===== config.mk =====
export PLATFORM = sky130hd
export DESIGN_NAME = fpu_conv_wb
export DESIGN_NICKNAME = d
export VERILOG_FILES = /design/src/rtl/fpu_pkg.sv /design/src/rtl/fpu_wb_fifo.sv /design/src/rtl/fpu_conv_wb.sv
export SDC_FILE = /design/constraint.sdc
export NUM_CORES = 1
export LEC_CHECK = 0
export BUFFER_PORTS_ARGS = -buffer_cell sky130_fd_sc_hd__buf_2
export CELL_PAD_IN_SITES_DETAIL_PLACEMENT = 1
export CELL_PAD_IN_SITES_GLOBAL_PLACEMENT = 2
export CORE_AREA = 2 2 131 133
export DETAILED_ROUTE_END_ITERATION = 8
export DIE_AREA = 0 0 133 135
export PLACE_DENSITY_LB_ADDON = 0.25
export SLEW_MARGIN = 20
export SYNTH_ARGS = -nofsm -noshare
export SYNTH_HDL_FRONTEND = slang
export SYNTH_SLANG_ARGS = --single-unit

===== constraint.sdc =====
create_clock -name clk -period 6.13 [get_ports clk]
set_input_delay 1.5325 -clock clk [delete_from_list [all_inputs] [get_ports clk]]
set_output_delay 1.5325 -clock clk [all_outputs]
set_load 0.01 [all_outputs]

===== src/rtl/fpu_pkg.sv =====
// Shared definitions for the FPU integer-to-float issue/writeback path.
package fpu_pkg;

   localparam int LAT_ITOF  = 2;
   localparam int FPU_TAG_W = 6;

   typedef struct packed {
      logic [31:0]          data;
      logic [FPU_TAG_W-1:0] tag;
   } fpu_wb_entry_t;

endpackage


===== src/rtl/fpu_wb_fifo.sv =====
// Result FIFO for the converter writeback path; push and pop may coincide
// at any occupancy, flush empties it in one cycle.
module fpu_wb_fifo
   import fpu_pkg::*;
#(
   parameter int  DEPTH   = 4,
   parameter type ENTRY_T = fpu_wb_entry_t
) (
   input  logic   clk,
   input  logic   rst_n,
   input  logic   i_flush,
   input  logic   i_push,
   input  ENTRY_T i_data,
   input  logic   i_pop,
   output ENTRY_T o_data,
   output logic   o_full,
   output logic   o_empty
);
   localparam int AW = $clog2(DEPTH);

   ENTRY_T       r_mem [DEPTH];
   logic [AW:0]  r_wr;
   logic [AW:0]  r_rd;
   logic         w_wr;
   logic         w_rd;

   assign o_empty = (r_wr == r_rd);
   assign o_full  = (r_wr[AW] != r_rd[AW]) && (r_wr[AW-1:0] == r_rd[AW-1:0]);
   assign w_rd    = i_pop & ~o_empty;
   // a pop in the same cycle frees the slot the push needs
   assign w_wr    = i_push & (~o_full | w_rd);
   assign o_data  = r_mem[r_rd[AW-1:0]];

   always_ff @(posedge clk or negedge rst_n) begin
      if (!rst_n) begin
         r_wr <= '0;
         r_rd <= '0;
      end else if (i_flush) begin
         r_wr <= '0;
         r_rd <= '0;
      end else begin
         if (w_wr) r_wr <= r_wr + (AW+1)'(1);
         if (w_rd) r_rd <= r_rd + (AW+1)'(1);
      end
   end

   always_ff @(posedge clk) begin
      if (w_wr & ~i_flush) r_mem[r_wr[AW-1:0]] <= i_data;
   end

endmodule


===== src/rtl/fpu_conv_wb.sv =====
// Issue/writeback wrapper around the fixed-latency integer-to-float converter:
// tag delay line, credit counter and result FIFO.
module fpu_conv_wb
   import fpu_pkg::*;
#(
   parameter int LATENCY = LAT_ITOF,
   parameter int DEPTH   = 4,
   parameter int TAG_W   = 6
) (
   input  logic                clk,
   input  logic                rst_n,
   input  logic                flush,
   input  logic                req_valid,
   output logic                req_ready,
   input  logic signed [31:0]  req_x,
   input  logic [TAG_W-1:0]    req_tag,
   output logic                unit_valid,
   output logic signed [31:0]  unit_x,
   input  logic [31:0]         unit_y,
   input  logic                unit_done,
   output logic                wb_valid,
   input  logic                wb_ready,
   output logic [31:0]         wb_data,
   output logic [TAG_W-1:0]    wb_tag,
   output logic                err_sync
);
   localparam int CW = $clog2(DEPTH) + 1;

   typedef struct packed {
      logic [31:0]      data;
      logic [TAG_W-1:0] tag;
   } entry_t;

   // index 0 is loaded on acceptance; index LATENCY lines up with unit_done
   logic [LATENCY:0] r_dl_vld;
   logic [LATENCY:0] r_dl_kill;
   logic [TAG_W-1:0] r_dl_tag [0:LATENCY];
   logic [CW-1:0]    r_used;
   logic             r_err_sync;

   logic             w_accept;
   logic             w_ret;
   logic             w_push;
   logic             w_drop;
   logic             w_pop;
   logic             w_full;
   logic             w_empty;
   logic [CW-1:0]    w_inflight;
   entry_t           w_push_e;
   entry_t           w_head;

   assign req_ready  = rst_n & ~flush & (r_used < CW'(DEPTH));
   assign w_accept   = req_valid & req_ready;
   assign unit_valid = w_accept;
   assign unit_x     = req_x;

   assign w_ret  = r_dl_vld[LATENCY] & unit_done;
   assign w_push = w_ret & ~r_dl_kill[LATENCY] & ~flush;
   assign w_drop = w_ret & r_dl_kill[LATENCY];
   assign w_pop  = wb_valid & wb_ready;

   assign w_push_e.data = unit_y;
   assign w_push_e.tag  = r_dl_tag[LATENCY];

   assign wb_valid = ~w_empty & ~flush;
   assign wb_data  = w_head.data;
   assign wb_tag   = w_head.tag;
   assign err_sync = r_err_sync;

   always_comb begin
      w_inflight = '0;
      for (int i = 0; i <= LATENCY; i++) w_inflight = w_inflight + CW'(r_dl_vld[i]);
   end

   always_ff @(posedge clk or negedge rst_n) begin
      if (!rst_n) begin
         r_dl_vld  <= '0;
         r_dl_kill <= '0;
      end else begin
         r_dl_vld  <= {r_dl_vld[LATENCY-1:0], w_accept};
         r_dl_kill <= {r_dl_kill[LATENCY-1:0] | ({LATENCY{flush}} & r_dl_vld[LATENCY-1:0]), 1'b0};
      end
   end

   always_ff @(posedge clk) begin
      r_dl_tag[0] <= req_tag;
      for (int i = 1; i <= LATENCY; i++) r_dl_tag[i] <= r_dl_tag[i-1];
   end

   // on flush the credits still held are exactly the entries left in flight
   always_ff @(posedge clk or negedge rst_n) begin
      if (!rst_n) begin
         r_used     <= '0;
         r_err_sync <= 1'b0;
      end else begin
         if (flush) r_used <= w_inflight - CW'(w_ret);
         else       r_used <= r_used + CW'(w_accept) - CW'(w_pop) - CW'(w_drop);
         if ((unit_done != r_dl_vld[LATENCY]) || (w_push & w_full & ~w_pop))
            r_err_sync <= 1'b1;
      end
   end

   fpu_wb_fifo #(
      .DEPTH   (DEPTH),
      .ENTRY_T (entry_t)
   ) u_fifo (
      .clk     (clk),
      .rst_n   (rst_n),
      .i_flush (flush),
      .i_push  (w_push),
      .i_data  (w_push_e),
      .i_pop   (w_pop),
      .o_data  (w_head),
      .o_full  (w_full),
      .o_empty (w_empty)
   );

endmodule

After elaboration in Yosys (flattened, before gate mapping). Memory sizes are Yosys's and may differ from the RTL's. Cells that the tools add are included.

Bits in registers: 15. Memory bits (writable): 170. Bits of input ports: 76. Output and inout port bits: 74. Logic and storage cells: 54. Memories kept: 2.

$add $sub $neg: 8. Magnitude comparators: 1. Equality and inequality tests: 4. Multiplexer cells: 7. Bitwise operators: 22. Reduce and logical (&&, ||, !) cells: 4.

Memory list: u_fifo.r_mem (words 4, bits a word 38, rd ports 1, clocked after Yosys merged registers in 0, wr ports 1, RTL line fpu_wb_fifo.sv:21) `ENTRY_T r_mem [DEPTH];`; r_dl_tag (words 3, bits a word 6, rd ports 3, clocked after Yosys merged registers in 0, wr ports 3, RTL line fpu_conv_wb.sv:37) `logic [TAG_W-1:0] r_dl_tag [0:LATENCY];`.

Operators by type and width (number): $mux 3 (5); $and 1x1->1 (14); $sub 3x1->3 (3); $add 3x1->3 const B (2); $not 1->1 (5); $reduce_bool 2->1 (2); $add 2x1->3 (1); $add 3x1->3 (1); $eq 3x3->1 (1); $lt 3x3->1 const B (1); $add 1x1->2 (1); $and 2x2->2 (1); $eq 2x2->1 (1); $mux 1 (2); $ne 1x1->1 (2); $or 2x2->2 (1); $logic_and 1x1->1 (1); $logic_or 1x1->1 (1); $or 1x1->1 (1).

Logic depth before layout (Yosys ltp). Gate-level depths: netlist (run 1).

Word-level depth: 10. Mapped depth: 12. Mapped depth without buffers: 11.

By module. A second synthesis (run 1) with hierarchy kept.

Cell total of the unflattened synthesis: 345. Area, all modules: 7089.3 um^2.

By module, submodules not included: fpu_wb_fifo (instances 1, cells each 254, area each 5985.7 um^2, seq. area each 4714.5 um^2); fpu_conv_wb (instances 1, cells each 91, area each 1103.6 um^2, seq. area each 585.6 um^2).

Worst setup path before layout (run 1). OpenSTA, ideal clock, no wires.

Path type: input to output. Start: input flush. End: output unit_valid. Data arrival time: 2354 ps. Required time: 4597 ps. Setup slack: 2243 ps. Stages on the path: 3. Path buffers: 1. Cell sequence: clkbuf_1 -> nor3b_1 -> and2_1.

Word-level cells in the longest chain between the ends: 4.

Ends and longest elaborated chain: start, declared (RTL line fpu_conv_wb.sv:12) `input logic flush,`; $not 1->1 (RTL line fpu_conv_wb.sv:52) `assign req_ready = rst_n & ~flush & (r_used < CW'(DEPTH));`; $and 1x1->1 (2 in series) (RTL line fpu_conv_wb.sv:52); named net req_ready (RTL line fpu_conv_wb.sv:14) `output logic req_ready,`; $and 1x1->1 (RTL line fpu_conv_wb.sv:53) `assign w_accept = req_valid & req_ready;`; end, declared (RTL line fpu_conv_wb.sv:17) `output logic unit_valid,`.

The timed path passes the listed nets, and every way through them passes these cells.

Worst setup path after layout (run 1).
Start: input rst_n. End: output unit_valid.

Word-level cells in the longest chain between the ends: 3.

Ends and longest elaborated chain: start, declared (RTL line fpu_conv_wb.sv:11) `input logic rst_n,`; $and 1x1->1 (2 in series) (RTL line fpu_conv_wb.sv:52); $and 1x1->1 (RTL line fpu_conv_wb.sv:53).

Every way passes these cells.

==> impl_summary.md, run 1 <==
Timing
The max-slew violation count was 0. The final hold violation count came to 0. The clock tree skew after final layout is 12.46 ps.

The ratio of final minimum period to clock period is 66.13%. Subtracting the final worst setup slack from the clock period gives 4054 ps. The setup TNS is 0 ps. The final setup violation count is 0. For the pin with the worst max-slew slack, the measured transition is 1055 ps. The timing-limited maximum frequency is 246.7 MHz. The remaining max-slew budget at the tightest pin is 29.64%.

Setup repair after global routing left no endpoint under its margin.

CTS
At the later pin of the worst-skew pair, clock insertion delay measures 430 ps. The number of cells upsized or downsized after cts is 0. The cell at the root of the clock tree is sky130_fd_sc_hd__clkbuf_16.

The clock sink count is 185. TritonCTS built the clock tree. The number of buffers added by the clock tree synthesis step is 17. Once the clock tree was built, the setup fixing pass inserted 0 buffers. The clock-pin transition on the worst setup and hold timing paths is 70 ps. The number of buffers inserted for hold repair after clock tree synthesis is 0.

The deepest clock path buffer count is 2. The number of levels in the clock H-tree is 4.

Pwr
Power spread over the standard cell area amounts to 312.6 mW/mm^2. For this design the static power due to leakage is 2.797 nW. The power share of the clock group is 40.1%. Overall power consumption after layout is estimated at 0.002494 W. The reported net switching power is 0.0005366 W. The worst ir drop on vdd is 0.1904 mV. In this run, flip-flops and latches consume 55.9% of the power. Internal power comes to 0.001957 W.

The switching power as a share of total power is 21.52%. Combinational cells account for 4.0% of the total power.

Setup path
The critical path is of the input port to primary output type. The type of destination of the critical path is a primary output. Of all nets on the critical path, the largest fanout is 16. The startpoint type of the worst setup path is an input port. Data on the critical path arrives at its endpoint at 2520 ps. At the worst endpoint, the required time is 4600 ps.

Synth
A synthesized cell averages 20.61 sq um. After synthesis the cells add up to 0.007029 sq mm. The synthesized instance count is 341. The number of different library cells used by synthesis comes to 37.

Counting every net in the synthesized netlist gives 430. For this run, the number of Yosys warnings is 0. The share of the Yosys chip area taken by registers is 75.40%. Synthesis inferred 185 register bits.

Drt
Across all layers, the routed design uses 3135 vias. Dividing the detail-routed wire length by the instance count gives 19.22 microns. The remaining antenna violation count after routing is 0. The routed design has 12160 microns of wire. The number of design-rule violations left by the first detailed-router iteration is 153.

The first-pass iteration count of the detailed router is 4. In the routed layout, each cell is associated on average with a via count of 4.953. The number of remaining DRC errors is 0.

Global route
The all-layer global routing usage is 14.42%. The largest net degree at the start of global routing is 44. The initial antenna violation count is 0. After global routing the overflow that remains totals 0. The first global-routing pass estimated 19100 microns of wire. For this run, global-route usage on met2 was measured as 24.09%. The via count of the first global-routing pass is 3476. The layer with the highest usage after global routing is met2. Global routing used 17.63% of the available met1 tracks.

For this run, global-route usage on met3 was measured as 3.754%.

Layout
The most common library cell in the layout ignoring fill and taps is sky130_fd_sc_hd__edfxtp_1. The top cell types in the final layout, fill and taps aside, are 152 x sky130_fd_sc_hd__edfxtp_1, 85 x sky130_fd_sc_hd__buf_2, 38 x sky130_fd_sc_hd__mux4_2. The proportion of layout cells with a drive suffix above 1 is 38.98%. The repair_antennas step left the layout with diodes totalling 0. The filler cells instantiated in the layout total 1498. At the end of the flow, the number of nets in the layout was 489. The post-synthesis to final-layout area growth is 13.49%.

Placement
The congestion estimate from routability-driven global placement came to 0.6764. The count of port buffers added during placement is 85. The post-DP HPWL is 7242 microns.

Flow run
Across the run, the number of max-cap violations was 0.

Floorplanning
The width of the chip is 133 microns. The number of top-level design ports is 150. The floorplan has 47 rows. The overall die area is 0.01796 sq mm. The vertical die dimension is 135 microns. The initial standard-cell utilization of the core is 42.84%. The total core area is 0.01641 sq mm.

Worst hold path
The min-delay analysis places its worst path in the category flip-flop to flip-flop.

Run status
The flow ran to the end, and the final reports show no timing, DRC or antenna violations.
[critical path, cell delays in order]
cell	delay, ps
sky130_fd_sc_hd__buf_2	300
sky130_fd_sc_hd__nor3b_1	290
sky130_fd_sc_hd__and2_1	240
sky130_fd_sc_hd__buf_2	160
[layout make-up]
cell class,instances,area [sq um],area share (%)
clock buffer,19,432.9,5.427
timing repair buffer,85,425.4,5.332
clock inverter,13,105.1,1.317
multi-input combinational,100,1390,17.42
inverter,11,41.29,0.5176
tap,220,275.3,3.450
sequential,185,5308,66.53
[flip-flops by register name, summed over array words and instances, names as in the netlist]
name,count
u_fifo.r_mem,152
r_dl_tag,18
r_dl_vld,3
r_used,3
u_fifo.r_rd,3
u_fifo.r_wr,3
r_dl_kill,2
err_sync,1
[cell usage after synthesis]
master / number / share of area [%]
sky130_fd_sc_hd__a41oi_1: 1 / 0.12
sky130_fd_sc_hd__and2_1: 5 / 0.44
sky130_fd_sc_hd__xor2_1: 3 / 0.37
sky130_fd_sc_hd__mux2i_1: 3 / 0.43
sky130_fd_sc_hd__clkbuf_1: 6 / 0.32
sky130_fd_sc_hd__o21ai_0: 2 / 0.14
sky130_fd_sc_hd__dfxtp_1: 18 / 5.1
sky130_fd_sc_hd__o31a_1: 1 / 0.12
sky130_fd_sc_hd__edfxtp_1: 152 / 65
sky130_fd_sc_hd__buf_6: 1 / 0.16
sky130_fd_sc_hd__buf_1: 1 / 0.053
sky130_fd_sc_hd__a31oi_1: 2 / 0.18
sky130_fd_sc_hd__nand3_1: 1 / 0.071
sky130_fd_sc_hd__nand2b_1: 2 / 0.18
sky130_fd_sc_hd__nor2_1: 3 / 0.16
sky130_fd_sc_hd__and3_1: 1 / 0.089
sky130_fd_sc_hd__a21o_1: 2 / 0.21
sky130_fd_sc_hd__buf_4: 32 / 3.4
sky130_fd_sc_hd__dfrtp_1: 15 / 5.3
sky130_fd_sc_hd__fa_1: 2 / 0.57
sky130_fd_sc_hd__mux2_4: 1 / 0.21
sky130_fd_sc_hd__nand4_1: 1 / 0.089
sky130_fd_sc_hd__nor2b_1: 1 / 0.089
sky130_fd_sc_hd__nor4bb_1: 1 / 0.14
sky130_fd_sc_hd__buf_2: 5 / 0.36
sky130_fd_sc_hd__ha_1: 11 / 2.0
sky130_fd_sc_hd__o41ai_1: 1 / 0.12
sky130_fd_sc_hd__a211o_1: 1 / 0.12
sky130_fd_sc_hd__nor4_1: 1 / 0.089
sky130_fd_sc_hd__mux4_2: 38 / 12
sky130_fd_sc_hd__xnor2_1: 4 / 0.50
sky130_fd_sc_hd__nand2_1: 5 / 0.27
sky130_fd_sc_hd__nor3b_1: 2 / 0.21
sky130_fd_sc_hd__o41a_1: 1 / 0.16
sky130_fd_sc_hd__a21oi_1: 2 / 0.14
sky130_fd_sc_hd__inv_1: 11 / 0.59
sky130_fd_sc_hd__mux2_2: 2 / 0.32
[metrics by stage]
step	hold slack, ps	instances	util (%)	setup WS, ps	instance area [sq um]
6_report	328.3	633	48.62	2076	7978
5_1_grt	336.1	633	48.62	1949	7978
4_1_cts	331.1	633	48.60	2026	7974
3_5_place_dp	313.9	601	45.32	2046	7436
3_3_place_gp	311.0	601	45.32	2102	7436
2_1_floorplan	309.6	341	-	2243	7029
[power by group through the flow]
stage | sequential, W | clock, W | combinational (W)
CTS | 0.00140 | 0.00103 | 0.000102
global placement | 0.00142 | 0 | 0.0000982
floorplan | 0.00141 | 0 | 0.0000874
global route | 0.00140 | 0.00107 | 0.000111
finish | 0.00139 | 0.00100 | 0.0000995
detailed placement | 0.00142 | 0 | 0.000102
[routing by layer]
layer	wire (microns)	share of wire [%]
met1	5203	43
met4	267	2.2
met5	0	0
met2	6174	51
met3	518	4.3
[final timing paths]
path                                      from  cells past startpoint         endpoint  slack [ps]
max in group asynchronous                rst_n                      1   u_fifo.r_rd[0]        4840
worst min register to register  r_dl_tag[0][8]                      0  r_dl_tag[0][14]         330
worst min-delay path            r_dl_tag[0][8]                      0  r_dl_tag[0][14]         330
worst max-delay path                     rst_n                      4       unit_valid        2080
min in group asynchronous                rst_n                      1        r_used[2]        1010
worst max register to register  u_fifo.r_rd[0]                     11        r_used[2]        3010
[cells by family (layout without fill, tap and decap cells)]
kind of cell | count (synthesis) | after routing | synth area share [%]
and+or+nand+nor | 23 | 23 | 1.833
muxes | 44 | 44 | 13.14
DFF | 185 | 185 | 75.40
xor gates and xnor gates | 7 | 7 | 0.8722
buffers and inverters | 56 | 128 | 4.895
adders and majority gates | 13 | 13 | 2.528
AOI/OAI and AO/OA | 13 | 13 | 1.335
Power figures use the tool's default switching activity.
==> inputs of run 2 (changes only) <==
Settings changed: CORE_AREA 2 2 131 133 to 2 2 136 138, DIE_AREA 0 0 133 135 to 0 0 138 140.
Clock period 6.13 ns to 4.24 ns, I/O delays scaled along.
==> impl_summary.md, run 2 (synthesized netlist as in run 1, its figures left out) <==
CTS
Clock tree synthesis selected as its root buffer the cell sky130_fd_sc_hd__clkbuf_16. The number of buffers added by the clock tree synthesis step is 17 (unchanged). The number of levels in the clock H-tree is 4 (unchanged). The clock insertion delay at the later pin of the skew report came to 420 ps (about the same). The deepest clock path buffer count came to 2 (unchanged). The number of buffers added for setup after CTS is 0 (unchanged).

The number of cells upsized or downsized after cts was 0 (unchanged). The clock sink count was 185 (unchanged). TritonCTS built the clock tree.

The clock-pin transition on the worst setup and hold timing paths is 70 ps (about the same). The number of buffers inserted for hold repair after clock tree synthesis is 0 (unchanged).

Pwr
The internal power consumption is 0.002874 W (+47%). The power share of the clock group came to 41.2% (+1.1 points). The reported net switching power is 0.0007994 W (+49%). The fraction of power consumed by combinational cells was 4.1% (about the same). The cell area power density was 452.7 mW/mm^2 (+45%). The leakage power of the design is 2.869 nW (+2.6%). The worst ir drop on vdd is 0.2940 mV (+54%). The share of total power in sequential cells was 54.7% (-1.2 points). The switching power as a share of total power is 21.76% (+0.25 points).

Floorplanning
The initial standard-cell utilization of the core is 39.54% (-3.3 points). The number of top-level design ports is 150 (unchanged). The number of rows created at floorplan was 49 (+4.3%).

The vertical die dimension came to 140 microns (+3.7%). The overall die area is 0.01932 sq mm (+7.6%). The total core area is 0.01778 sq mm (+8.4%). The width of the chip is 138 microns (+3.8%).

Layout
The net total in the final layout came to 497 (+1.6%). The layout filler cell count is 1690 (+13%). The proportion of layout cells with a drive suffix above 1 is 40.86% (+1.9 points). The library cell used most frequently in the layout, excluding fill and tap cells, is sky130_fd_sc_hd__edfxtp_1. The post-synthesis to final-layout area growth is 15.43%.

The top cell types in the final layout, fill and taps aside, are 152 x sky130_fd_sc_hd__edfxtp_1, 85 x sky130_fd_sc_hd__buf_2, 38 x sky130_fd_sc_hd__mux4_2. The number of flip-flops in the largest register is 152 (unchanged). The final non-filler cell area is 0.008114 sq mm (+1.7%).

Setup path
The highest net fanout along the worst path is 30 (+14). The signal on the critical path passes through buf_4 > mux4_2 > buf_2. The data arrival time of the critical path was 2400 ps (-120 ps). The buffer and inverter count on the worst path is 2 (unchanged). The startpoint type of the worst setup path is a flip-flop. The required time of the critical path is 3180 ps (-1420 ps).

The slowest stage of the critical path is the sky130_fd_sc_hd__dfrtp_4 cell. The critical path in this run is classified as flip-flop to primary output. The worst setup path is captured at a primary output. The largest stage delay on the critical path is 820 ps (+520 ps). The cell class contributing the biggest share of worst-path delay is flip-flops.

Timing
The remaining max-slew budget at the tightest pin is 58.29% (+29 points). Setup repair after global routing left no endpoint under its margin. The final setup violation count is 0 (unchanged).

Counting I/O delays and the setup requirement, the final critical path takes 3464 ps. The setup TNS is 0 ps (unchanged). The final hold violation count is 0 (unchanged). The max-slew violation count is 0 (unchanged). The ratio of final minimum period to clock period is 81.69%. The clock tree skew after final layout is 4.764 ps (-7.696 ps). The timing-limited maximum frequency is 288.7 MHz.

The slew at the pin closest to its max-slew limit was 621.2 ps (-434.1 ps).

Global route
The largest net degree at the start of global routing is 31 (-30%). The total overflow reported by the global router is 0 (unchanged). The all-layer global routing usage was 14.36% (-0.060 points). The via count of the first global-routing pass came to 3528 (+1.5%).

The first-pass GRT wire length was 20690 microns (+8.3%). The initial antenna violation count is 2 (+2).

Placement
The count of port buffers added during placement came to 85 (unchanged). The post-DP HPWL is 8249 microns (+14%). The final weighted congestion in routability-driven placement is 0.6946 (+2.7%). The placed standard-cell area is 0.007532 sq mm (+1.3%).

Drt
The sum of routed wire length over all layers is 13160 microns (+8.2%). The number of design-rule violations left by the first detailed-router iteration is 188 (+23%). The number of remaining DRC errors came to 0 (unchanged). The mean number of vias per cell is 4.949 (about the same). The detailed-route via count is 3222 (+2.8%).

The first-pass iteration count of the detailed router is 4 (unchanged). The wire length per cell after detailed routing is 20.22 microns (+5.2%). The remaining antenna violation count after routing came to 0 (unchanged).

Worst hold path
The tightest min-delay check is of the flip-flop to flip-flop type.

Flow run
The number of maximum-capacitance violations came to 0 (unchanged).

Run status
The flow ran to the end, and the final reports show no timing, DRC or antenna violations.
-- run 2: cell types whose count changed in the layout (fill, tap and decap cells not counted), sizes merged --
cell / previous run / this run
inv: 19 / 18
diode: 0 / 1
clkinv: 4 / 7
clkinvlp: 1 / 0
clkbuf: 19 / 18
buf: 85 / 93
-- run 2: worst reg2reg max path: stages (launching register included) --
cell,delay (ps)
sky130_fd_sc_hd__dfrtp_4,720
sky130_fd_sc_hd__xnor2_1,580
sky130_fd_sc_hd__a31oi_1,210
sky130_fd_sc_hd__nand2_1,150
sky130_fd_sc_hd__fa_1,440
sky130_fd_sc_hd__ha_1,200
sky130_fd_sc_hd__ha_1,190
sky130_fd_sc_hd__xor2_1,160
sky130_fd_sc_hd__xnor2_1,130
sky130_fd_sc_hd__o21ai_0,80
-- run 2: per-layer routing --
layer / global-route usage [%] / up-vias / share of wire [%]
met5: 0 / - / 0.12
met1: 17.70 / 1657 / 43
li1: - / 1442 / -
met2: 23.42 / 82 / 49
met3: 4.274 / 39 / 5.0
met4: 6.874 / 2 / 2.2
-- run 2: cell type report --
type	count	area (sq um)	area share (%)
Sequential cell	185	5305	65.38
Multi-Input combinational cell	100	1389	17.12
Timing Repair Buffer	93	510.5	6.291
Clock buffer	18	450.4	5.551
Tap cell	229	286.5	3.531
Clock inverter	14	128.9	1.588
Inverter	11	41.29	0.5089
Antenna cell	1	2.502	0.03084
-- run 2: final timing paths --
path | depth (start not counted) | slack (ps) | start | to
worst max register to register | 9 | 1260 | u_fifo.r_rd[0] | r_used[2]
worst min register to register | 0 | 330 | r_dl_tag[0][7] | r_dl_tag[0][13]
max in group asynchronous | 1 | 3380 | rst_n | u_fifo.r_rd[0]
worst max-delay path | 3 | 780 | u_fifo.r_rd[0] | wb_data[29]
min in group asynchronous | 1 | 550 | rst_n | r_used[2]
worst min-delay path | 0 | 330 | r_dl_tag[0][7] | r_dl_tag[0][13]
-- run 2: stage by stage --
| step | instances | setup slack (ps) | hold slack [ps] | utilization, % | total power [W] |
|---|---|---|---|---|---|
| 2_1_floorplan | 341 | 1066 | 309.6 | - | 0.002162 |
| 3_3_place_gp | 618 | 1037 | 310.2 | 42.36 | 0.002203 |
| 3_5_place_dp | 618 | 1000 | 313.5 | 42.36 | 0.002206 |
| 4_1_cts | 650 | 667.5 | 330.7 | 45.62 | 0.003719 |
| 5_1_grt | 651 | 579.5 | 333.0 | 45.64 | 0.003810 |
| 6_report | 651 | 776.4 | 327.7 | 45.64 | 0.003673 |
-- run 2: power groups by stage --
| stage | Combinational [W] | Clock (W) | Sequential [W] |
|---|---|---|---|
| 6_report | 0.000150 | 0.00151 | 0.00201 |
| 5_1_grt | 0.000169 | 0.00163 | 0.00201 |
| 4_1_cts | 0.000155 | 0.00155 | 0.00201 |
| 3_5_place_dp | 0.000154 | 0 | 0.00205 |
| 3_3_place_gp | 0.000152 | 0 | 0.00205 |
| 2_1_floorplan | 0.000126 | 0 | 0.00204 |
==> inputs of run 3 (changes only) <==
Settings changed: ABC_AREA set to 1, CORE_AREA 2 2 136 138 to 2 2 151 153, DIE_AREA 0 0 138 140 to 0 0 153 155.
Clock period 4.24 ns to 3.1 ns, I/O delays scaled along.
==> impl_summary.md, run 3 <==
Global route
The first-pass GRT wire length is 25990 microns (+26%). The largest net degree at the start of global routing is 50 (+61%). The total overflow reported by the global router was 0 (unchanged).

The all-layer global routing usage is 14.43% (+0.068 points). The initial antenna violation count came to 2 (unchanged). The via count of the first global-routing pass is 4730 (+34%).

Timing
The slew at the pin closest to its max-slew limit came to 531.2 ps (-89.96 ps). The remaining max-slew budget at the tightest pin came to 64.58% (+6.3 points). For this run, the top clock speed supported by timing is 355.0 MHz.

For the finished layout, the period the worst path requires is 2817 ps. The max-slew violation count was 0 (unchanged). The clock tree skew after final layout came to 10.95 ps (+6.190 ps). The final hold violation count is 0 (unchanged). Setup repair after global routing left no endpoint under its margin. The worst hold slack across all endpoints was 285.7 ps (-42.03 ps). The final setup violation count is 0 (unchanged). The final critical-path setup slack came to 282.9 ps (-493.5 ps).

The ratio of final minimum period to clock period is 90.88%.

Placement
The setup slack at placement is 187.1 ps (-812.9 ps). The post-DP HPWL came to 10060 microns (+22%). The final weighted congestion in routability-driven placement was 0.7016 (+1.0%). The placed standard-cell area is 0.007761 sq mm (+3.0%).

The count of port buffers added during placement is 85 (unchanged).

Layout
The number of flip-flops in the largest register is 152 (unchanged). The net total in the final layout is 675 (+36%). The proportion of layout cells with a drive suffix above 1 is 25.38% (-15 points). The post-synthesis to final-layout area growth is 17.24%. The most common library cell in the layout ignoring fill and taps is sky130_fd_sc_hd__edfxtp_1.

The final non-filler cell area is 0.008364 sq mm (+3.1%). The library cells used most frequently in the layout, excluding fill and tap cells, are 152 x sky130_fd_sc_hd__edfxtp_1, 85 x sky130_fd_sc_hd__buf_2, 78 x sky130_fd_sc_hd__nor2_1.

Setup path
The highest net fanout along the worst path is 24 (-20%). The origin of the critical flop-to-flop path is u_fifo.r_rd[1]. The buffer and inverter count on the worst path is 2 (unchanged).

The cell class contributing the biggest share of worst-path delay is flip-flops. The logic depth of the worst setup path including buffers is 4 (+1). On the critical path, the stage with the largest delay is an instance of sky130_fd_sc_hd__dfrtp_2. The largest stage delay on the critical path is 610 ps (-210 ps). The worst setup path is of the flip-flop to primary output kind. The data arrival time of the critical path was 2040 ps (-360 ps). STA classifies the critical path endpoint as a primary output. The required time of the critical path is 2320 ps (-860 ps). The length in cells of the worst reg-to-reg path came to 11 (+2). The minimum setup slack among reg-to-reg paths came to 620 ps (-640 ps). The endpoint identified for the worst register-to-register timing path is r_used[2]. The signal on the critical path passes through buf_4 > o21ai_0 > o22ai_1 > buf_2.

The startpoint type of the worst setup path is a flip-flop.

CTS
The number of buffers added for setup after CTS came to 0 (unchanged). The number of buffers added by the clock tree synthesis step is 17 (unchanged). The number of cells upsized or downsized after cts was 0 (unchanged).

The number of levels in the clock H-tree is 4 (unchanged). TritonCTS built the clock tree. The clock sink count is 185 (unchanged). The clock-pin transition on the worst setup and hold timing paths was 70 ps (about the same). The clock insertion delay at the later pin of the skew report is 440 ps (+20 ps). The number of buffers inserted for hold repair after clock tree synthesis came to 0 (unchanged). The deepest clock path buffer count was 2 (unchanged).

In this run the clock root is driven by a sky130_fd_sc_hd__clkbuf_16.

Drt
The number of remaining DRC errors is 0 (unchanged). The sum of routed wire length over all layers is 16490 microns (+25%). The remaining antenna violation count after routing is 0 (unchanged).

The number of design-rule violations left by the first detailed-router iteration is 202 (+7.4%). The detailed-route via count came to 4246 (+32%). The first-pass iteration count of the detailed router came to 4 (unchanged). The mean number of vias per cell is 4.787 (-3.3%). The wire length per cell after detailed routing was 18.59 microns (-8.0%).

Flow run
The number of maximum-capacitance violations was 0 (unchanged).

Floorplanning
The initial standard-cell utilization of the core is 32.10% (-7.4 points). The total core area is 0.02223 sq mm (+25%). The width of the chip is 153 microns (+11%). The vertical die dimension is 155 microns (+11%).

The overall die area came to 0.02372 sq mm (+23%). The number of rows created at floorplan is 55 (+12%). The number of top-level design ports is 150 (unchanged).

Synth
The average footprint of a synthesized cell is 13.69 sq um (-34%). The share of flip-flops with an asynchronous set or reset after synthesis is 8.108% (unchanged). The post-synthesis cell type count was 30 (-19%). For this run, the leading register cell type out of synthesis is sky130_fd_sc_hd__edfxtp_1.

The synthesized instance count was 521 (+53%). The most common cell in the synthesized netlist is sky130_fd_sc_hd__edfxtp_1. The share of the yosys chip area belonging to registers is 74.29% (-1.1 points). The post-synthesis instance area was 0.007134 sq mm (+1.5%). In the synthesized netlist, the cells that appear most often are 152 x sky130_fd_sc_hd__edfxtp_1, 82 x sky130_fd_sc_hd__nor2_1, 74 x sky130_fd_sc_hd__o21ai_0, 38 x sky130_fd_sc_hd__o22ai_1, 32 x sky130_fd_sc_hd__buf_4.

The number of enable flip-flop cells after synthesis is 152 (unchanged). The share of the synthesized area in the top cell type is 63.98% (-0.96 points). The count of yosys warnings during synthesis is 0 (unchanged).

The net count after synthesis is 610 (+42%). By area the synthesized netlist is led by sky130_fd_sc_hd__edfxtp_1 64%, sky130_fd_sc_hd__dfrtp_1 5.3%, sky130_fd_sc_hd__o21ai_0 5.2%. The register bit total from synthesis is 185 (unchanged). The most area-hungry cell type in the Yosys netlist is sky130_fd_sc_hd__edfxtp_1.

Pwr
The cell area power density is 615.7 mW/mm^2 (+36%). The leakage power of the design is 3.114 nW (+8.5%). The worst ir drop on vdd is 0.3345 mV (+14%).

The power after layout is 0.005150 W (+40%).

Run status
The flow ran to the end, and the final reports show no timing, DRC or antenna violations.

Worst hold path
The tightest min-delay check is of the input port to asynchronous set/reset pin type.
[run 3: worst max path at each step]
stage | slack [ps] | endpoint | start
5_1_grt | 70 | wb_data[0] | u_fifo.r_rd[1]
3_5_place_dp | 190 | r_used[2] | flush
2_1_floorplan | -330 | u_fifo.r_mem[0][0] | unit_done
3_3_place_gp | 370 | r_used[2] | flush
4_1_cts | 210 | wb_data[0] | u_fifo.r_rd[1]
6_report | 280 | wb_data[0] | u_fifo.r_rd[1]
[run 3: logic make-up after synthesis]
group / after synthesis / synth area share, %
flip-flops: 185 / 74.29
AO/OA/AOI/OAI: 121 / 9.523
AND/OR/NAND/NOR: 118 / 6.945
buffers and inverters: 79 / 6.033
adder cells (fa/ha/maj): 13 / 2.490
XOR/XNOR: 5 / 0.7192
[run 3: stage by stage]
step	utilization (%)	setup TNS, ps	std cells
floorplan	-	-50110	521
global placement	34.92	0	852
detailed placement	34.92	0	852
CTS	37.60	0	884
global route	37.60	0	884
finish	37.63	0	887
[run 3: final cells by class]
cell class,count,area [sq um]
antenna,3,7.507
clock buffer,18,450.4
timing repair buffer,103,585.6
clock inverter,14,145.1
inverter,22,82.58
sequential,185,5303
multi-input combinational,257,1434
fill,2320,13860
tap,285,356.6
[run 3: power by group]
group          internal (W)  switching [W]
clock network       0.00113        0.00103
registers           0.00272      0.0000155
logic             0.0000919       0.000169
total               0.00393        0.00122
[run 3: worst reg2reg max path, cell delays in order, from the launching register on]
cell	delay [ps]
sky130_fd_sc_hd__dfrtp_2	610
sky130_fd_sc_hd__clkinv_1	190
sky130_fd_sc_hd__nand2_1	90
sky130_fd_sc_hd__nand2_1	80
sky130_fd_sc_hd__nor2_4	160
sky130_fd_sc_hd__nand2_2	90
sky130_fd_sc_hd__nand3_4	90
sky130_fd_sc_hd__fa_1	420
sky130_fd_sc_hd__ha_1	190
sky130_fd_sc_hd__ha_1	190
sky130_fd_sc_hd__xor2_1	160
sky130_fd_sc_hd__o21ai_0	140
[run 3: per-layer routing]
layer  vias to the layer above  part of all wire [%]  track usage (%)
met5                         -                     0                0
met4                         0                   1.4            5.159
met3                        33                   5.2            4.958
met2                        97                    50            25.24
met1                      2136                    43            16.50
li1                       1980                     -                -
